==> config.mk <==
export PLATFORM = sky130hd
export DESIGN_NAME = mem_rr_arbiter
export DESIGN_NICKNAME = d
export VERILOG_FILES = /design/src/rtl/mem_arb_pkg.sv /design/src/rtl/mem_rr_arbiter_rr_pick4.sv /design/src/rtl/mem_rr_arbiter.sv
export SDC_FILE = /design/constraint.sdc
export NUM_CORES = 1
export LEC_CHECK = 0
export CORE_UTILIZATION = 45
export CTS_CLUSTER_DIAMETER = 200
export CTS_CLUSTER_SIZE = 20
export DETAILED_ROUTE_END_ITERATION = 12
export GPL_ROUTABILITY_DRIVEN = 1
export GPL_TIMING_DRIVEN = 0
export PLACE_DENSITY = 0.87
export SYNTH_ARGS = -nofsm -noshare
export SYNTH_HDL_FRONTEND = slang
export SYNTH_SLANG_ARGS = --single-unit
==> constraint.sdc <==
create_clock -name clk -period 5.8 [get_ports clk]
set_input_delay 1.16 -clock clk [delete_from_list [all_inputs] [get_ports clk]]
set_output_delay 1.16 -clock clk [all_outputs]
set_load 0.01 [all_outputs]
==> src/rtl/mem_arb_pkg.sv <==
`default_nettype none
// ============================================================================
//  Module   : mem_arb_pkg
//  Purpose  : Shared constants and state encoding for the round-robin memory
//             arbiter (mem_rr_arbiter) and its picker (rr_pick4).
//  Contents : NREQ, REQ_IDX_W, TIMEOUT_DEFAULT, arb_state_t
//  Revision : 1.0 - initial release
// ============================================================================
package mem_arb_pkg;

    localparam int NREQ            = 4;
    localparam int REQ_IDX_W       = 2;
    localparam int TIMEOUT_DEFAULT = 16;

    typedef enum logic [1:0] {
        IDLE = 2'd0,
        WAIT = 2'd1,
        DONE = 2'd2
    } arb_state_t;

endpackage
`default_nettype wire

==> src/rtl/mem_rr_arbiter_rr_pick4.sv <==
`default_nettype none
// ============================================================================
//  Module   : rr_pick4
//  Purpose  : Combinational round-robin picker. Returns the first set request
//             bit searching ptr+1, ptr+2, ... (mod NREQ); ptr itself is the
//             last candidate considered.
//  Ports    : req   in  [NREQ-1:0]       request vector
//             ptr   in  [REQ_IDX_W-1:0]  index of the previous winner
//             valid out                  any request present
//             idx   out [REQ_IDX_W-1:0]  selected requester
//  Revision : 1.0 - initial release
// ============================================================================
module rr_pick4
    import mem_arb_pkg::*;
(
    input  logic [NREQ-1:0]      req,
    input  logic [REQ_IDX_W-1:0] ptr,
    output logic                 valid,
    output logic [REQ_IDX_W-1:0] idx
);

    always_comb begin
        valid = |req;
        idx   = ptr;
        // Scan from the farthest candidate back to the nearest so the last
        // assignment, i.e. the nearest set bit after ptr, is the one kept.
        for (int off = NREQ; off >= 1; off--) begin
            if (req[ptr + REQ_IDX_W'(off)]) begin
                idx = ptr + REQ_IDX_W'(off);
            end
        end
    end

endmodule
`default_nettype wire

==> src/rtl/mem_rr_arbiter.sv <==
`default_nettype none
// ============================================================================
//  Module   : mem_rr_arbiter
//  Purpose  : Round-robin arbiter sharing one memory port between four
//             requesters (fetch, decode, execute, writeback). The winner's
//             direction, address and write data are latched at grant; the
//             arbiter runs the en/read/write/ready handshake and returns
//             registered read data plus a one-cycle done pulse.
//  Options  : MEM_RR_ARBITER_TIMEOUT_EN - when defined, WAIT is bounded to
//             TIMEOUT cycles; on expiry done and err pulse together and the
//             requester's rdata is left unchanged. When undefined, WAIT is
//             unbounded and err is tied to 0.
//  Ports    : clk, reset_n (async assert, active low)
//             req/we [4]             per-requester request and direction
//             addr/wdata [4*W]       requester i at [i*W +: W]
//             rdata [4*DATA_W]       registered read data per requester
//             done/err [4]           one-cycle completion / timeout pulses
//             busy, grant_id         status
//             mem_* / mem_ready      memory handshake
//  Revision : 1.0 - initial release
// ============================================================================
module mem_rr_arbiter
    import mem_arb_pkg::*;
#(
    parameter int ADDR_W  = 8,
    parameter int DATA_W  = 8,
    parameter int TIMEOUT = TIMEOUT_DEFAULT
) (
    input  logic                   clk,
    input  logic                   reset_n,
    input  logic [NREQ-1:0]        req,
    input  logic [NREQ-1:0]        we,
    input  logic [NREQ*ADDR_W-1:0] addr,
    input  logic [NREQ*DATA_W-1:0] wdata,
    output logic [NREQ*DATA_W-1:0] rdata,
    output logic [NREQ-1:0]        done,
    output logic [NREQ-1:0]        err,
    output logic                   busy,
    output logic [REQ_IDX_W-1:0]   grant_id,
    output logic                   mem_en,
    output logic                   mem_read,
    output logic                   mem_write,
    output logic [ADDR_W-1:0]      mem_address,
    output logic [DATA_W-1:0]      mem_input_data,
    input  logic [DATA_W-1:0]      mem_output_data,
    input  logic                   mem_ready
);

    arb_state_t             state_q, state_d;
    logic [REQ_IDX_W-1:0]   rr_ptr_q;
    logic [REQ_IDX_W-1:0]   grant_id_q;
    logic                   we_q;
    logic [ADDR_W-1:0]      addr_q;
    logic [DATA_W-1:0]      wdata_q;

    logic                   pick_valid;
    logic [REQ_IDX_W-1:0]   pick_idx;
    logic                   load;
    logic                   capture;
    logic                   in_wait;
    logic                   in_done;

`ifdef MEM_RR_ARBITER_TIMEOUT_EN
    localparam int CNT_W = (TIMEOUT > 1) ? $clog2(TIMEOUT) : 1;
    logic [CNT_W-1:0] cnt_q, cnt_d;
    logic             tmo_q, tmo_d;
`endif

    rr_pick4 u_pick (
        .req   (req),
        .ptr   (rr_ptr_q),
        .valid (pick_valid),
        .idx   (pick_idx)
    );

    // ------------------------------------------------------------------
    // Next-state logic
    // ------------------------------------------------------------------
    always_comb begin
        state_d = state_q;
        load    = 1'b0;
        capture = 1'b0;
`ifdef MEM_RR_ARBITER_TIMEOUT_EN
        cnt_d   = cnt_q;
        tmo_d   = tmo_q;
`endif
        case (state_q)
            IDLE: begin
                if (pick_valid) begin
                    state_d = WAIT;
                    load    = 1'b1;
`ifdef MEM_RR_ARBITER_TIMEOUT_EN
                    cnt_d   = '0;
                    tmo_d   = 1'b0;
`endif
                end
            end
            WAIT: begin
                if (mem_ready) begin
                    state_d = DONE;
                    capture = ~we_q;
                end
`ifdef MEM_RR_ARBITER_TIMEOUT_EN
                // A ready arriving on the last allowed cycle still completes normally.
                else if (cnt_q == CNT_W'(TIMEOUT - 1)) begin
                    state_d = DONE;
                    tmo_d   = 1'b1;
                end else begin
                    cnt_d = cnt_q + 1'b1;
                end
`endif
            end
            DONE: begin
                state_d = IDLE;
            end
            default: begin
                state_d = IDLE;
            end
        endcase
    end

    // ------------------------------------------------------------------
    // State, pointer and latched-request registers
    // ------------------------------------------------------------------
    always_ff @(posedge clk or negedge reset_n) begin
        if (!reset_n) begin
            state_q    <= IDLE;
            // Previous winner = last index, so requester 0 is first in line.
            rr_ptr_q   <= REQ_IDX_W'(NREQ - 1);
            grant_id_q <= '0;
            we_q       <= 1'b0;
            addr_q     <= '0;
            wdata_q    <= '0;
        end else begin
            state_q <= state_d;
            if (load) begin
                rr_ptr_q   <= pick_idx;
                grant_id_q <= pick_idx;
                we_q       <= we[pick_idx];
                addr_q     <= addr[pick_idx*ADDR_W +: ADDR_W];
                wdata_q    <= wdata[pick_idx*DATA_W +: DATA_W];
            end
        end
    end

`ifdef MEM_RR_ARBITER_TIMEOUT_EN
    always_ff @(posedge clk or negedge reset_n) begin
        if (!reset_n) begin
            cnt_q <= '0;
            tmo_q <= 1'b0;
        end else begin
            cnt_q <= cnt_d;
            tmo_q <= tmo_d;
        end
    end
`else
    // TIMEOUT has no effect while the bounded-wait feature is compiled out.
    if (TIMEOUT < 0) begin : g_timeout_unused
    end
`endif

    // ------------------------------------------------------------------
    // Outputs: decoded from registered state so that an asynchronous reset
    // drops the memory lines and busy at once.
    // ------------------------------------------------------------------
    assign in_wait        = (state_q == WAIT);
    assign in_done        = (state_q == DONE);
    assign busy           = (state_q != IDLE);
    assign grant_id       = grant_id_q;
    assign mem_en         = in_wait;
    assign mem_read       = in_wait & ~we_q;
    assign mem_write      = in_wait &  we_q;
    assign mem_address    = in_wait ? addr_q  : '0;
    assign mem_input_data = in_wait ? wdata_q : '0;

    for (genvar i = 0; i < NREQ; i++) begin : g_req
        logic [DATA_W-1:0] rdata_q;
        logic              is_winner;

        assign is_winner = (grant_id_q == REQ_IDX_W'(i));

        always_ff @(posedge clk or negedge reset_n) begin
            if (!reset_n) begin
                rdata_q <= '0;
            end else if (capture && is_winner) begin
                rdata_q <= mem_output_data;
            end
        end

        assign rdata[i*DATA_W +: DATA_W] = rdata_q;
        assign done[i]                   = in_done & is_winner;
`ifdef MEM_RR_ARBITER_TIMEOUT_EN
        assign err[i]                    = in_done & is_winner & tmo_q;
`else
        assign err[i]                    = 1'b0;
`endif
    end

endmodule
`default_nettype wire

==> summary.md, run 1 <==
| Metric | Value |
|---|---|
| Critical path startpoint category | register |
| Final setup vio count | 0 |
| Failing checks | design-rule violations |
| Hold Path Class | register to register |
| Initial antenna violation count | 0 |
| Layout overhead on the synthesized area | 53.2% |
| PwrDens | 476 mW/mm2 |
| Vias | 2,758 |
| Final hold violation count | 0 |
| Slew Limit Fails | 0 |
| Detail-routed net length per standard cell | 17.4 um |
| # IOs | 145 |
| Port Buffers | 140 |
| DR iter-0 viols | 146 |
| Htree depth | 2 |
| Total CTS buffers | 5 |
| Worst Setup End Kind | output pin |
| Post-synthesis sequential area ratio | 0.449 |
| Ys Warns | 0 |
| Met3 Usage GRT | 0.0580 |
| Clock latency on the worst-skew pair | 0.30 ns |
| Post-CTS Setup Inserts | 0 |
| Largest net degree at the start of global routing | 34 |
| CP Max Fanout | 10 |
| Worst EP required | 4.64 ns |
| Post-synthesis cell area | 0.00307 mm2 |
| Hold-fix buffers, CTS | 0 |
| Die area | 0.00716 mm2 |
| Final Wtd Congestion | 0.850 |
| Fmax | 273 MHz |
| TritonRoute pass-1 iters | 9 |
| TritonCTS Sinks | 55 |
| Lkg Pwr | 1.98 nW |
| PnR Total Power | 2.24 mW |
| Maxcap violations | 0 |
| Worst slew pin tran | 0.667 ns |
| Final worst-path cycle share | 0.631 |
| CP Class | register to output pin |
| Dpl hpwl | 6590 um |
| Vias in the first global route | 2,899 |
| Post-CTS resize count | 0 |
| RSZ-0062 raised after global routing | no |
| Initial core utilization | 0.476 |
| Area of the core | 0.00646 mm2 |
| CTS tree | yes |
| FF-to-FF Start | rr_ptr_q[1]$_DFFE_PN1P_ |
| Crit path arrival time | 2.50 ns |
| DRT antenna net count | 0 |
| R2r worst-path depth | 8 |
| Vias per inst | 5.59 |
| Post-synthesis cell type count | 41 |
| Placed Instances | 485 |
| Syn Area/Cell | 11.6 um2 |
| Met2 usage | 0.433 |
| Finished Layout Cells | 493 |
| Final net count | 498 |
| Chip width | 84.6 um |
| Worst-path clk slew | 0.10 ns |
| Global route overflow | 0 |
| GRT Total Usage | 0.242 |
| Post-Route WL | 8560 um |
| Layout cells sized above 1 | 0.200 |
| RR Endpoint | addr_q[5]$_DFFE_PN0P_ |
| Worst Clk Skew | 0.00552 ns |
| Rel. slew slack | 0.553 |
| Ant diodes | 0 |
| WHS | 0.513 ns |
| Setup TNS | 0 ns |
| Grt peak-use layer | met2 |
| R2R Setup Slk | 3.55 ns |
| Worst VDD drop | 0.216 mV |
| Post-route DRC | 10 |
| Row Count | 29 |
| Crit path from | state_q[1]$_DFFE_PN0P_ |
| End point of the critical path | mem_address[5] |
| Status | complete, but fails checks |
| Die height | 84.6 um |
| CTS Buffer Depth | 2 |
| First-pass GRT wire length | 13,900 um |
| Clock period minus worst slack | 3.66 ns |
| Root cell of the clock tree | clkbuf_8 |
| Met1 Usage GRT | 0.298 |
| Final Core Density | 0.729 |
| Mapped Cells | 264 |
| Synth Register Bits | 55 |
synthesized netlist by cell type (all sizes together):
library cell / count / area, um2
clkbuf: 9 / 33.8
a21o: 1 / 7.51
a2111o: 1 / 11.3
a21oi: 20 / 111
dfrtp: 53 / 1330
and2: 19 / 119
dfstp: 2 / 52.6
nor4: 1 / 6.26
mux2i: 1 / 10.0
nand2b: 4 / 25.0
nand3: 2 / 10.0
inv: 2 / 7.51
a221o: 16 / 160
nor3: 2 / 26.3
nand3b: 2 / 15.0
o31a: 1 / 8.76
buf: 16 / 128
nand4: 16 / 100
nor4bb: 2 / 20.0
a211oi: 3 / 32.5
and4b: 1 / 10.0
or3: 1 / 6.26
nand2: 7 / 26.3
mux2: 48 / 601
and3: 1 / 6.26
nor2: 7 / 28.8
o31ai: 16 / 120
conb: 1 / 3.75
or2: 4 / 30.0
nor4b: 1 / 8.76
o22ai: 1 / 6.26
o21ai: 3 / 15.0
stage by stage:
stage | cell area (um2) | worst slack [ns]
3_5_place_dp | 4600 | 2.50
2_1_floorplan | 3080 | 3.19
3_3_place_gp | 4580 | 1.96
4_1_cts | 4710 | 2.14
6_report | 4710 | 2.14
5_1_grt | 4710 | 1.95
registers in the layout, summed over array words and instances (netlist names):
register,count
wdata_q,8
addr_q,8
grant_id,2
state_q,2
g_req.rdata_q,32
we_q,1
rr_ptr_q,2
area by class of cell:
type                       count  area (um2)
inverter                       2        7.51
multi-input combinational    185        1540
clock inverter                 2        37.5
sequential                    55        1380
clock buffer                   6        72.6
buffer                        25         161
tap                           77        96.3
timing repair buffer         141        1420
fill                         473        1750
routing by layer:
metal | vias to the layer above | part of all wire
met5 | - | 0
met4 | 0 | 0.015
met3 | 14 | 0.084
met2 | 152 | 0.50
met1 | 1304 | 0.40
li1 | 1288 | -
power by group:
part / internal [mW] / switching (mW)
combinational: 0.740 / 0.571
sequential: 0.575 / 0.105
clock: 0.129 / 0.121
total: 1.44 / 0.797
layout by cell type (no fill, tap or decap), drive strengths merged, types with 3 or more instances in the layout:
cell type / instances
nand2: 7
clkdlybuf4s50: 139
nand2b: 4
buf: 18
o21ai: 3
a211oi: 3
conb: 4
a221o: 16
and2: 19
a21oi: 20
nand4: 16
dfrtp: 53
o31ai: 16
nor2: 7
mux2: 48
or2: 4
clkbuf: 15
critical path, stage by stage, from the launching register on:
cell             delay, ns
dfrtp_1               0.42
nand2b_1              0.19
inv_1                 0.08
clkbuf_1              0.36
clkbuf_1              0.40
and2_1                0.21
clkdlybuf4s50_1       0.54
how the worst min path moves through the flow:
stage	start	endpoint	cells after the start
floorplan	addr_q[0]$_DFFE_PN0P_	addr_q[0]$_DFFE_PN0P_	1
global placement	g_req[2].rdata_q[0]$_DFFE_PN0P_	g_req[2].rdata_q[0]$_DFFE_PN0P_	1
detailed placement	g_req[3].rdata_q[4]$_DFFE_PN0P_	g_req[3].rdata_q[4]$_DFFE_PN0P_	1
CTS	g_req[3].rdata_q[4]$_DFFE_PN0P_	g_req[3].rdata_q[4]$_DFFE_PN0P_	1
global route	wdata_q[2]$_DFFE_PN0P_	wdata_q[2]$_DFFE_PN0P_	1
finish	g_req[3].rdata_q[4]$_DFFE_PN0P_	g_req[3].rdata_q[4]$_DFFE_PN0P_	1
kinds of logic (layout without fill, tap and decap cells):
| kind of cell | Yosys count | in the layout | synth area share |
|---|---|---|---|
| simple gates | 70 | 70 | 0.143 |
| other cells | 1 | 4 | 0.00122 |
| flops | 55 | 55 | 0.449 |
| mux | 49 | 49 | 0.199 |
| compound gates | 62 | 62 | 0.154 |
| buf+inv | 27 | 176 | 0.0550 |
Power figures use the tool's default switching activity.
==> inputs of run 2 (changes only) <==
--- a/config.mk
+++ b/config.mk
@@ -5,13 +5,13 @@
 export SDC_FILE = /design/constraint.sdc
 export NUM_CORES = 1
 export LEC_CHECK = 0
-export CORE_UTILIZATION = 45
+export CORE_UTILIZATION = 41
 export CTS_CLUSTER_DIAMETER = 200
 export CTS_CLUSTER_SIZE = 20
 export DETAILED_ROUTE_END_ITERATION = 12
 export GPL_ROUTABILITY_DRIVEN = 1
 export GPL_TIMING_DRIVEN = 0
-export PLACE_DENSITY = 0.87
+export PLACE_DENSITY = 0.8
 export SYNTH_ARGS = -nofsm -noshare
 export SYNTH_HDL_FRONTEND = slang
 export SYNTH_SLANG_ARGS = --single-unit
==> constraint.sdc (replaced) <==
create_clock -name clk -period 3.5 [get_ports clk]
set_input_delay 0.7 -clock clk [delete_from_list [all_inputs] [get_ports clk]]
set_output_delay 0.7 -clock clk [all_outputs]
set_load 0.01 [all_outputs]
==> run 2 against run 1 <==
Effect of this change: the run now ends clean; critical path depth unchanged; core utilization decreased by 7.3 points; first-iteration DRC count is 41% lower; combinational power rose by 66%; global-route usage fell by 1.4 points; final cell count is 4.5% higher; via count decreased by 0.11%; flip-flop and latch count unchanged; clock power is 95% higher; total power increased by 69%; largest cell class unchanged.
==> summary.md, run 2 (synthesis gave the netlist of run 1 again) <==
| Metric | Value |
|---|---|
| Vias | 2,755 (-0.11%) |
| Critical-path cell list | nand2b_1 -> inv_1 -> clkbuf_1 -> clkbuf_1 -> and2_1 -> clkdlybuf4s50_1 |
| Initial core utilization | 0.424 (-0.0521) |
| Reg area | 0.00138 mm2 (unchanged) |
| Worst EP required | 2.80 ns (-1.84 ns) |
| PnR Total Power | 3.79 mW (+69%) |
| Worst slew pin tran | 0.717 ns (+0.0499 ns) |
| RSZ-0062 raised after global routing | no |
| PwrDens | 796 mW/mm2 (+67%) |
| Crit-path most repeated cell | clkbuf_1 |
| FF-to-FF Start | rr_ptr_q[1]$_DFFE_PN1P_ |
| Detail-routed net length per standard cell | 17.0 um (-2.2%) |
| Most common cell after layout, fill and taps aside | clkdlybuf4s50_1 |
| Worst-path clk slew | 0.10 ns (about the same) |
| Lkg Pwr | 1.99 nW (+0.71%) |
| RR Endpoint | wdata_q[3]$_DFFE_PN0P_ |
| Area of the core | 0.00725 mm2 (+12%) |
| Post-Route WL | 8740 um (+2.2%) |
| Post-CTS resize count | 0 (unchanged) |
| Vias in the first global route | 2,838 (-2.1%) |
| Multi-input logic area | 0.00154 mm2 (unchanged) |
| Final Core Density | 0.656 (-0.0729) |
| Critical path startpoint category | register |
| Status | finished, final reports clean |
| Slowest library cell on the worst path | clkdlybuf4s50_1 |
| Final net count | 498 (unchanged) |
| Layout overhead on the synthesized area | 54.8% |
| Most frequent cells in the layout | 139 x clkdlybuf4s50_1, 53 x dfrtp_1, 32 x mux2_2 |
| Row Count | 31 (+6.9%) |
| R2r worst-path depth | 8 (unchanged) |
| DR iter-0 viols | 86 (-41%) |
| Clock period minus worst slack | 3.15 ns |
| Layout cells sized above 1 | 0.200 (unchanged) |
| Post-CTS Setup Inserts | 0 (unchanged) |
| R2R Setup Slk | 1.27 ns (-2.28 ns) |
| Maxcap violations | 0 (unchanged) |
| Final hold violation count | 0 (unchanged) |
| Chip width | 88.6 um (+4.7%) |
| Setup TNS | 0 ns (unchanged) |
| Final Instance Area | 0.00476 mm2 (+1.1%) |
| End point of the critical path | mem_address[6] |
| TritonRoute pass-1 iters | 4 (-5) |
| Crit path arrival time | 2.45 ns (-0.05 ns) |
| Biggest regs | g_req.rdata_q x32, addr_q x8, wdata_q x8 |
| GRT Total Usage | 0.228 (-0.0144) |
| CP Class | register to output pin |
| TritonCTS Sinks | 55 (unchanged) |
| Total CTS buffers | 5 (unchanged) |
| # IOs | 145 (unchanged) |
| Final WS setup | 0.351 ns (-1.79 ns) |
| CTS tree | yes |
| Hold Path Class | primary input to asynchronous set/reset pin |
| Die area | 0.00785 mm2 (+9.5%) |
| Final worst-path cycle share | 0.900 |
| Crit path from | state_q[1]$_DFFE_PN0P_ |
| Worst VDD drop | 0.353 mV (+63%) |
| Post-route DRC | 0 (-10) |
| Worst Setup End Kind | output pin |
| Ant diodes | 0 (unchanged) |
| Global route overflow | 0 (unchanged) |
| Initial antenna violation count | 0 (unchanged) |
| Die height | 88.6 um (+4.7%) |
| Fill count | 627 (+33%) |
| Worst Clk Skew | 0.00667 ns (+0.00115 ns) |
| Area after DPL | 0.00462 mm2 (+0.60%) |
| Port Buffers | 140 (unchanged) |
| Largest net degree at the start of global routing | 35 (+2.9%) |
| Crit-path max cell delay | 0.54 ns (about the same) |
| Htree depth | 2 (unchanged) |
| Max reg flops | 32 (unchanged) |
| Fmax | 318 MHz |
| Place WS | 0.681 ns (-1.82 ns) |
| First-pass GRT wire length | 13,600 um (-2.0%) |
| Vias per inst | 5.35 (-4.4%) |
| DRT antenna net count | 0 (unchanged) |
| Dpl hpwl | 6830 um (+3.7%) |
| Final setup vio count | 0 (unchanged) |
| Rel. slew slack | 0.520 (-0.0334) |
| CTS Buffer Depth | 2 (unchanged) |
| Root cell of the clock tree | clkbuf_8 |
| Final Wtd Congestion | 0.823 (-3.2%) |
| Slew Limit Fails | 0 (unchanged) |
| CP Max Fanout | 10 (unchanged) |
| Hold-fix buffers, CTS | 0 (unchanged) |
| Clock latency on the worst-skew pair | 0.30 ns (about the same) |
| Top register by number of flip-flops | g_req.rdata_q |
==> run 2: worst min path at each step <==
stage,from,endpoint,slack [ns],cells after the start
floorplan,reset_n,addr_q[0]$_DFFE_PN0P_,0.40,0
detailed placement,wdata_q[2]$_DFFE_PN0P_,wdata_q[2]$_DFFE_PN0P_,0.49,1
finish,reset_n,grant_id[0]$_DFFE_PN0P_,0.37,1
global route,reset_n,g_req[3].rdata_q[3]$_DFFE_PN0P_,0.39,1
global placement,g_req[2].rdata_q[4]$_DFFE_PN0P_,g_req[2].rdata_q[4]$_DFFE_PN0P_,0.49,1
CTS,reset_n,g_req[1].rdata_q[3]$_DFFE_PN0P_,0.38,1
==> run 2: worst max-delay path, delay by kind of cell, from the launching register on <==
family / cells / cell delay [ns]
simple gates: 2 / 0.38
flops: 1 / 0.42
buf+inv: 4 / 1.33
==> run 2: cell type report <==
class	count	share of cell area
Clock buffer	6	0.0153
Clock inverter	2	0.0126
Timing Repair Buffer	141	0.298
Tap cell	99	0.0260
Multi-Input combinational cell	185	0.323
Buffer	25	0.0339
Inverter	2	0.00158
Sequential cell	55	0.290
==> run 2: power by group <==
part           internal [mW]  leakage [nW]  switching (mW)
registers              0.953         0.672           0.168
clock network          0.286        0.0654           0.202
logic                   1.23          1.25           0.950
total                   2.47          1.99            1.32
==> run 2: metrics by stage <==
step / hold WS [ns] / std cells
5_1_grt: 0.393 / 515
3_3_place_gp: 0.486 / 506
4_1_cts: 0.381 / 515
6_report: 0.374 / 515
2_1_floorplan: 0.404 / 267
3_5_place_dp: 0.491 / 507
==> run 2: routing by layer <==
| metal | vias to the layer above | wire [um] | GRT usage |
|---|---|---|---|
| met1 | 1328 | 3520 | 0.275 |
| met5 | - | 0 | 0 |
| li1 | 1288 | - | - |
| met4 | 0 | 95 | 0.0572 |
| met3 | 8 | 740 | 0.0644 |
| met2 | 131 | 4390 | 0.401 |
